### config.mk
export PLATFORM = sky130hd
export DESIGN_NAME = ball_physics_flat
export DESIGN_NICKNAME = d
export VERILOG_FILES = /design/src/rtl/ball_physics_if.sv /design/src/rtl/ball_physics.sv /design/src/flat_wrapper.sv
export SDC_FILE = /design/constraint.sdc
export NUM_CORES = 1
export LEC_CHECK = 0
export BUFFER_PORTS_ARGS = -buffer_cell sky130_fd_sc_hd__buf_2
export CAP_MARGIN = 20
export CORE_MARGIN = 5
export CORE_UTILIZATION = 57
export CTS_CLUSTER_SIZE = 16
export DETAILED_ROUTE_END_ITERATION = 12
export PLACE_DENSITY = 0.82
export SETUP_SLACK_MARGIN = 0.5
export SLEW_MARGIN = 25
export SYNTH_ARGS = -nofsm -noshare
export SYNTH_HDL_FRONTEND = slang
export SYNTH_SLANG_ARGS = --single-unit
### constraint.sdc
create_clock -name i_clk -period 4.9 [get_ports i_clk]
set_input_delay 0.49 -clock i_clk [delete_from_list [all_inputs] [get_ports i_clk]]
set_output_delay 0.49 -clock i_clk [all_outputs]
set_load 0.02 [all_outputs]
### src/rtl/ball_physics_if.sv
// Frame-tick, bar-position and ball/score signals between the Pong game logic
// and its neighbours (bar renderers, ball renderer, Nios result bus).
interface ball_physics_if;
  logic        i_frame;
  logic [8:0]  i_bar1_y;
  logic [8:0]  i_bar2_y;
  logic [9:0]  o_ball_x;
  logic [8:0]  o_ball_y;
  logic [3:0]  o_score1;
  logic [3:0]  o_score2;
  logic        o_game_over;
  logic [31:0] o_result;

  modport master (
    output i_frame, i_bar1_y, i_bar2_y,
    input  o_ball_x, o_ball_y, o_score1, o_score2, o_game_over, o_result
  );

  modport slave (
    input  i_frame, i_bar1_y, i_bar2_y,
    output o_ball_x, o_ball_y, o_score1, o_score2, o_game_over, o_result
  );
endinterface

### src/rtl/ball_physics.sv
// Pong ball/score engine: serve delay, per-frame motion, wall and bar bounces,
// goals and a saturating score, all advanced only on the frame tick.
module ball_physics #(
  parameter int H_RES        = 640,
  parameter int V_RES        = 480,
  parameter int BALL_SIZE    = 8,
  parameter int BAR_H        = 60,
  parameter int BAR_W        = 10,
  parameter int BAR1_X       = 10,
  parameter int BAR2_X       = 620,
  parameter int SPEED        = 2,
  parameter int SERVE_FRAMES = 60,
  parameter int SCORE_MAX    = 9
) (
  input  logic           i_clk,
  input  logic           i_rst,
  ball_physics_if.slave  bus
);

  localparam int CW = (SERVE_FRAMES > 1) ? $clog2(SERVE_FRAMES) : 1;

  localparam logic [9:0] X_CENTRE  = 10'((H_RES - BALL_SIZE) / 2);
  localparam logic [8:0] Y_CENTRE  = 9'((V_RES - BALL_SIZE) / 2);
  localparam logic [8:0] Y_MAX     = 9'(V_RES - BALL_SIZE);
  localparam logic [9:0] BAR1_EDGE = 10'(BAR1_X + BAR_W);
  localparam logic [9:0] BAR1_NEAR = 10'(BAR1_X + BAR_W + SPEED);
  localparam logic [9:0] BAR2_STOP = 10'(BAR2_X - BALL_SIZE);
  localparam logic [9:0] BAR2_X10  = 10'(BAR2_X);
  localparam logic [9:0] STEP_SPAN = 10'(BALL_SIZE + SPEED);
  localparam logic [9:0] H_RES10   = 10'(H_RES);
  localparam logic [9:0] V_RES10   = 10'(V_RES);
  localparam logic [9:0] BAR_H_M1  = 10'(BAR_H - 1);
  localparam logic [9:0] BALL_M1   = 10'(BALL_SIZE - 1);
  localparam logic [9:0] SPEED10   = 10'(SPEED);
  localparam logic [8:0] SPEED9    = 9'(SPEED);
  localparam logic [3:0] SMAX      = 4'(SCORE_MAX);
  localparam logic [CW-1:0] SERVE_LAST = CW'(SERVE_FRAMES - 1);

  typedef enum logic [1:0] {SERVE, MOVE, SCORED, OVER} state_t;

  state_t        state_reg;
  logic [CW-1:0] cnt_reg;
  logic [9:0]    ball_x_reg;
  logic [8:0]    ball_y_reg;
  logic          dx_reg;      // 1 = moving right
  logic          dy_reg;      // 1 = moving down
  logic [3:0]    score1_reg;
  logic [3:0]    score2_reg;
  logic          game_over_reg;
  logic          p2_scored_reg;

  logic [9:0] y10, bar1_10, bar2_10;
  logic       overlap1, overlap2, hit1, hit2;
  logic [9:0] x_next;
  logic [8:0] y_next;
  logic       dx_next, dy_next, goal_p1, goal_p2;
  logic [3:0] score1_inc, score2_inc;

  assign y10     = {1'b0, ball_y_reg};
  assign bar1_10 = {1'b0, bus.i_bar1_y};
  assign bar2_10 = {1'b0, bus.i_bar2_y};

  // Row ranges [y, y+BALL_SIZE-1] and [bar, bar+BAR_H-1] intersect
  assign overlap1 = (y10 <= bar1_10 + BAR_H_M1) && (bar1_10 <= y10 + BALL_M1);
  assign overlap2 = (y10 <= bar2_10 + BAR_H_M1) && (bar2_10 <= y10 + BALL_M1);

  assign hit1 = (ball_x_reg < BAR1_NEAR) && (ball_x_reg >= BAR1_EDGE) && overlap1;
  assign hit2 = (ball_x_reg + STEP_SPAN > BAR2_X10) && (ball_x_reg <= BAR2_STOP) && overlap2;

  assign score1_inc = (score1_reg == SMAX) ? score1_reg : score1_reg + 4'd1;
  assign score2_inc = (score2_reg == SMAX) ? score2_reg : score2_reg + 4'd1;

  always_comb begin
    y_next  = ball_y_reg;
    dy_next = dy_reg;
    x_next  = ball_x_reg;
    dx_next = dx_reg;
    goal_p1 = 1'b0;
    goal_p2 = 1'b0;

    if (!dy_reg) begin
      if (ball_y_reg < SPEED9) begin
        y_next  = 9'd0;
        dy_next = 1'b1;
      end else begin
        y_next = ball_y_reg - SPEED9;
      end
    end else begin
      if (y10 + STEP_SPAN > V_RES10) begin
        y_next  = Y_MAX;
        dy_next = 1'b0;
      end else begin
        y_next = ball_y_reg + SPEED9;
      end
    end

    if (!dx_reg) begin
      if (hit1) begin
        x_next  = BAR1_EDGE;
        dx_next = 1'b1;
      end else if (ball_x_reg < SPEED10) begin
        goal_p2 = 1'b1;
      end else begin
        x_next = ball_x_reg - SPEED10;
      end
    end else begin
      if (hit2) begin
        x_next  = BAR2_STOP;
        dx_next = 1'b0;
      end else if (ball_x_reg + STEP_SPAN > H_RES10) begin
        goal_p1 = 1'b1;
      end else begin
        x_next = ball_x_reg + SPEED10;
      end
    end
  end

  always_ff @(posedge i_clk) begin
    if (i_rst) begin
      state_reg     <= SERVE;
      cnt_reg       <= '0;
      ball_x_reg    <= X_CENTRE;
      ball_y_reg    <= Y_CENTRE;
      dx_reg        <= 1'b1;
      dy_reg        <= 1'b1;
      score1_reg    <= 4'd0;
      score2_reg    <= 4'd0;
      game_over_reg <= 1'b0;
      p2_scored_reg <= 1'b0;
    end else if (bus.i_frame) begin
      case (state_reg)
        SERVE: begin
          if (cnt_reg == SERVE_LAST) begin
            cnt_reg   <= '0;
            state_reg <= MOVE;
          end else begin
            cnt_reg <= cnt_reg + 1'b1;
          end
        end
        MOVE: begin
          ball_y_reg <= y_next;
          dy_reg     <= dy_next;
          // A goal freezes x where it was; the ball is re-centred next frame
          if (goal_p2) begin
            score2_reg    <= score2_inc;
            game_over_reg <= (score2_inc == SMAX) || (score1_reg == SMAX);
            p2_scored_reg <= 1'b1;
            state_reg     <= SCORED;
          end else if (goal_p1) begin
            score1_reg    <= score1_inc;
            game_over_reg <= (score1_inc == SMAX) || (score2_reg == SMAX);
            p2_scored_reg <= 1'b0;
            state_reg     <= SCORED;
          end else begin
            ball_x_reg <= x_next;
            dx_reg     <= dx_next;
          end
        end
        SCORED: begin
          ball_x_reg <= X_CENTRE;
          ball_y_reg <= Y_CENTRE;
          cnt_reg    <= '0;
          if (game_over_reg) begin
            state_reg <= OVER;
          end else begin
            // Serve toward the player who just conceded
            dx_reg    <= !p2_scored_reg;
            state_reg <= SERVE;
          end
        end
        default: begin
          state_reg <= OVER;
        end
      endcase
    end
  end

  assign bus.o_ball_x    = ball_x_reg;
  assign bus.o_ball_y    = ball_y_reg;
  assign bus.o_score1    = score1_reg;
  assign bus.o_score2    = score2_reg;
  assign bus.o_game_over = game_over_reg;
  assign bus.o_result    = {23'b0, game_over_reg, score2_reg, score1_reg};

endmodule

### src/flat_wrapper.sv
// flat-port wrapper written by rule: the top's interface ports become plain ports
module ball_physics_flat 
#(
  parameter int H_RES        = 640,
  parameter int V_RES        = 480,
  parameter int BALL_SIZE    = 8,
  parameter int BAR_H        = 60,
  parameter int BAR_W        = 10,
  parameter int BAR1_X       = 10,
  parameter int BAR2_X       = 620,
  parameter int SPEED        = 2,
  parameter int SERVE_FRAMES = 60,
  parameter int SCORE_MAX    = 9
)
  (i_clk, i_rst, bus_i_frame, bus_i_bar1_y, bus_i_bar2_y, bus_o_ball_x, bus_o_ball_y, bus_o_score1, bus_o_score2, bus_o_game_over, bus_o_result);
  ball_physics_if bus_i ();
  input  logic i_clk;
  input  logic i_rst;
  input wire logic [$bits(bus_i.i_frame)-1:0] bus_i_frame;
  input wire logic [$bits(bus_i.i_bar1_y)-1:0] bus_i_bar1_y;
  input wire logic [$bits(bus_i.i_bar2_y)-1:0] bus_i_bar2_y;
  output wire logic [$bits(bus_i.o_ball_x)-1:0] bus_o_ball_x;
  output wire logic [$bits(bus_i.o_ball_y)-1:0] bus_o_ball_y;
  output wire logic [$bits(bus_i.o_score1)-1:0] bus_o_score1;
  output wire logic [$bits(bus_i.o_score2)-1:0] bus_o_score2;
  output wire logic [$bits(bus_i.o_game_over)-1:0] bus_o_game_over;
  output wire logic [$bits(bus_i.o_result)-1:0] bus_o_result;
  assign bus_i.i_frame = bus_i_frame;
  assign bus_i.i_bar1_y = bus_i_bar1_y;
  assign bus_i.i_bar2_y = bus_i_bar2_y;
  assign bus_o_ball_x = bus_i.o_ball_x;
  assign bus_o_ball_y = bus_i.o_ball_y;
  assign bus_o_score1 = bus_i.o_score1;
  assign bus_o_score2 = bus_i.o_score2;
  assign bus_o_game_over = bus_i.o_game_over;
  assign bus_o_result = bus_i.o_result;
  ball_physics #(.H_RES(H_RES), .V_RES(V_RES), .BALL_SIZE(BALL_SIZE), .BAR_H(BAR_H), .BAR_W(BAR_W), .BAR1_X(BAR1_X), .BAR2_X(BAR2_X), .SPEED(SPEED), .SERVE_FRAMES(SERVE_FRAMES), .SCORE_MAX(SCORE_MAX)) u_core (.i_clk(i_clk), .i_rst(i_rst), .bus(bus_i));
endmodule
Word-level counts from Yosys, hierarchy flattened

Cells that the tools add are included.

Bits in latches: 0
ROM bits: 0
Word-level logic and storage cells: 112
Bits in writable memories: 0
Flip-flop bits (word level): 39
Memories kept: 0
Output and inout port bits: 60

Add/subtract/negate cells: 12
Shift operators: 0
Multiplexer cells: 41
Bitwise gates (word level): 1
$lt $le $gt $ge: 12
Divide/modulo/power cells: 0
Multiply operators: 0
Equality and inequality tests: 14
Reductions and logical operators: 22

Operators with widths:

| operator              | number |
|---|---|
| $mux 10               | 7 |
| $le 9x10->1           | 4 |
| $mux 9                | 3 |
| $add 9x6->10 const B  | 2 |
| $gt 10x10->1 const B  | 2 |
| $pmux 10 s2           | 1 |
| $mux 1                | 19 |
| $pmux 9 s2            | 1 |
| $eq 4x4->1 const B    | 4 |
| $pmux 6 s2            | 1 |
| $add 10x2->10 const B | 1 |
| $add 10x4->10 const B | 1 |
| $add 9x3->10 const B  | 1 |
| $add 9x4->10 const B  | 1 |
| $ge 10x5->1 const B   | 1 |
| $gt 10x9->1 const B   | 1 |
| $le 10x10->1 const B  | 1 |
| $lt 10x2->1 const B   | 1 |
| $lt 10x5->1 const B   | 1 |
| $sub 10x2->10 const B | 1 |
| $add 9x2->9 const B   | 1 |
| $lt 9x2->1 const B    | 1 |
| $reduce_and 3->1      | 3 |
| $sub 9x2->9 const B   | 1 |
| other kinds (25)      | 42 |

Longest topological paths before layout

Depth in word-level cells: 9
Mapped depth: 15
Mapped depth without buffers: 14

Worst setup path after synthesis

Ideal clock, no wire load.

Path type: flip-flop to flip-flop
Start point: register u_core.ball_y_reg[1], in the netlist u_core.bus.o_ball_y[1]
End point: register u_core.ball_x_reg[3], in the netlist u_core.bus.o_ball_x[3]
Slack: 830 ps
Period minus slack after synthesis: 4070 ps
Library setup time: 122 ps
Data required time: 4778 ps
Arrival time: 3948 ps
Stages on the path, launching flop included: 16
Path through: dfxtp_1 -> clkbuf_1 -> inv_1 -> ha_1 -> and3b_1 -> nand3_1 -> xor2_1 -> ha_1 -> a21oi_1 -> o21ai_0 -> and2_1 -> o311a_1 -> or3_1 -> clkbuf_1 -> a221o_1 -> a221o_1

Word-level cells in the longest chain between the ends: 9
Elaborated cells between the ends (all ways): 24

RTL lines:

| what                                        | line                                    | RTL |
|---|---|---|
| start: declaration                          | ball_physics.sv:44                      | `logic [8:0] ball_y_reg;` |
| start signal: assignment                    | ball_physics.sv:141                     | `ball_y_reg <= y_next;` |
| $add 9x3->10                                | ball_physics.sv:64, ball_physics.sv:65  |  |
| $le 9x10->1, on equally long branches       | ball_physics.sv:64, ball_physics.sv:65  |  |
| $logic_and 1x1->1, on equally long branches | ball_physics.sv:64, ball_physics.sv:65  |  |
| $logic_and 1x1->1, on equally long branches | ball_physics.sv:67, ball_physics.sv:68  |  |
| $mux 10, on equally long branches           | ball_physics.sv:98, ball_physics.sv:107 |  |
| $mux 10                                     | ball_physics.sv:97                      | `if (!dx_reg) begin` |
| $mux 10                                     | ball_physics.sv:149                     | `end else if (goal_p1) begin` |
| $mux 10                                     | ball_physics.sv:144                     | `if (goal_p2) begin` |
| $pmux 10 s2                                 | ball_physics.sv:131                     | `case (state_reg)` |
| end signal: assignment                      | ball_physics.sv:155                     | `ball_x_reg <= x_next;` |
| end: declaration                            | ball_physics.sv:43                      | `logic [9:0] ball_x_reg;` |

Parallel ways exist; a longest one is shown, timed or not. The select of a mux whose other input is x is not followed.
A chain may end at the register's enable or synchronous reset.

Worst setup path in the final report

Start point: register u_core.ball_y_reg[2], in the netlist u_core.bus.o_ball_y[2]
End point: register u_core.ball_x_reg[3], in the netlist u_core.bus.o_ball_x[3]

Same word-level chain as after synthesis.

==> results.toml <==
[place]
placed_cell_area_mm2 = 0.00447
dp.cells = 689
dp_hpwl_mm = 8.47
place.port_buffers = 55
post-place-ws_ns = 0.856
place_congestion = 0.923

[detailed_routing]
wirelength_mm = 11.3
drc = 0
first_iter_violations = 418
avgRoutedWirePerCell_um = 16.2
first_pass_iters = 5
routed_via_density = 6.34
routed-via-count = 4421
final_antenna_net_count = 0

[synthesis]
seq_area_frac_synth_pct = 17.0
synth-async-reset-ratio_pct = 0
synth_edf_count = 0
ys_ff_latch = 37
syn_avg_cell_area_um2 = 7.56
yosysWarnings = 0
synth_area_mm2 = 0.00436
yosys-top-cells-count = "ha_1 (49), nand2_1 (49), nor2_1 (42), dfxtp_1 (37), buf_4 (34)"
netlist_top_cells_area = "dfxtp_1 (17%), ha_1 (14%), buf_4 (5.9%), xor2_1 (4.8%), nand2_1 (4.2%)"
yosysUniqueCellTypes = 73
synth_top_area_share_pct = 17.0
yosysTopAreaCell = "dfxtp_1"
syn-instance-count = 576
synthFlopType = "dfxtp_1"

[clock_tree]
cts.sinks = 37
cts_buffers = 5
cts_hold_buf = 0
clk_latency_ns = 0.29
clkTransAtPathRegs_ns = 0.08
root_buffer = "clkbuf_8"
h-tree-depth = 2
cts_setup_buffers = 0
cts_tree = "yes"
post_cts_resize_count = 0
ctsLongestPathBuffers = 2

[power]
leakage_nw = 1.96
power_mw = 0.696
powerDensity_mw_per_mm2 = 152
vdd_drop_max_mv = 0.148

[timing]
skew_ns = 0.00967
drv_slew = 0
relSlewSlack_pct = 53.5
fin_crit_ns = 4.10
fin_setup_tns_ns = 0
holdWs_ns = 0.499
worst_pin_slew_ns = 0.698
max_freq_mhz = 244
hold_viol_final = 0
worst_slack_ns = 0.801
finalCritPeriodShare_pct = 83.7
finalSetupViolations = 0
grt_setup_unrepaired = "no"

[global_route]
antenna_found_initial = 0
grt_pass1_wl_mm = 18.8
grt_max_degree = 29
grt_usage_pct = 22.8
grt_pass1_vias = 4236
overflow = 0

[layout]
area_growth_pct = 5.37
finalNonFillerCells = 697
drive_gt1_share_pct = 12.2
finalNetCount = 669
diodes = 0
stdcell_area_mm2 = 0.00459
largest_reg_flops = 9
fin_util_pct = 62.6

[floorplan]
die_h_um = 97.4
die_area_mm2 = 0.00949
fp-row-count = 31
dieWidth_um = 97.4
num_io_pins = 81
initial_core_util_pct = 59.4
core_region_area_mm2 = 0.00733

[run]
maxCapViolations = 0

[hold_path]
hold_path_class = "reg -> reg"

[setup_path]
critPathRequiredTime_ns = 5.09
crit_fanout = 13
start_kind = "flip-flop"
arrival_ns = 4.28
critPathCaptureType = "flip-flop"
critical_path_class = "reg -> reg"

[run_status]
status = "completed"
path summary, 6_finish.rpt:
| path | startpoint | end | slack, ns | depth (start not counted) |
|---|---|---|---|---|
| worst max-delay path | u_core.bus.o_ball_y[2] | u_core.bus.o_ball_x[3] | 0.80 | 13 |
| worst min-delay path | u_core.p2_scored_reg | u_core.p2_scored_reg | 0.50 | 2 |
| worst min register to register | u_core.p2_scored_reg | u_core.p2_scored_reg | 0.50 | 2 |
| worst max register to register | u_core.bus.o_ball_y[2] | u_core.bus.o_ball_x[3] | 0.80 | 13 |
cells in the final DEF (no fill, tap or decap), drive strengths merged, types with 4 or more instances in the layout:
| cell type | n |
|---|---|
| or4 | 4 |
| o31ai | 4 |
| nor2 | 42 |
| nor3 | 20 |
| nand3b | 9 |
| xnor2 | 16 |
| o211ai | 9 |
| nand2 | 49 |
| a31oi | 9 |
| nor4 | 5 |
| nand4 | 12 |
| conb | 25 |
| clkbuf | 7 |
| o21ai | 34 |
| buf | 57 |
| o311ai | 5 |
| nand3 | 19 |
| a221o | 6 |
| ha | 49 |
| dfxtp | 37 |
| and3 | 4 |
| o21a | 5 |
| xor2 | 24 |
| nor2b | 5 |
| a211oi | 6 |
| a21o | 7 |
| mux2i | 5 |
| a21oi | 29 |
| inv | 28 |
| o311a | 4 |
| or3 | 5 |
| o2111ai | 5 |
worst max-delay path, stage by stage, from the launching register on:
cell	delay [ns]
dfxtp_1	0.58
inv_1	0.20
ha_1	0.29
and3b_1	0.28
nand3_1	0.11
xor2_1	0.26
ha_1	0.29
a21oi_1	0.16
o21ai_0	0.10
and2_1	0.17
o311a_1	0.36
or3_1	0.53
a221o_1	0.39
a221o_1	0.28
kinds of logic (layout without fill, tap and decap cells):
kind of cell / Yosys count / in the layout / synth area share [%]
AO/OA/AOI/OAI: 154 / 154 / 24.8
AND/OR/NAND/NOR: 190 / 190 / 22.1
XOR/XNOR: 40 / 40 / 8.04
flip-flops: 37 / 37 / 17.0
other: 1 / 25 / 0.0861
adder cells (fa/ha/maj): 51 / 51 / 15.0
multiplexers: 7 / 7 / 1.67
buffers and inverters: 96 / 94 / 11.4
power breakdown:
| group | internal, mW | switching (mW) |
|---|---|---|
| logic | 0.0424 | 0.0760 |
| registers | 0.302 | 0.00156 |
| clock network | 0.166 | 0.108 |
| total | 0.511 | 0.185 |
routing by layer:
metal  up-vias  global-route usage, %  wire length, um
li1       2109                      -                -
met1      2055                   29.4             4780
met2       222                   37.7             5290
met3        35                   3.59              893
met4         0                   9.16              315
met5         -                      0                0
cell type report:
cell class	count	area, um^2
multi-input cells	467	3210
fillers	648	2740
flip-flops and latches	37	741
repair buffers	57	290
well taps	99	124
inverters	29	109
clock buffers	7	86.3
clock inverters	1	30.0
Note: power is estimated with default switching activity, not from simulation.
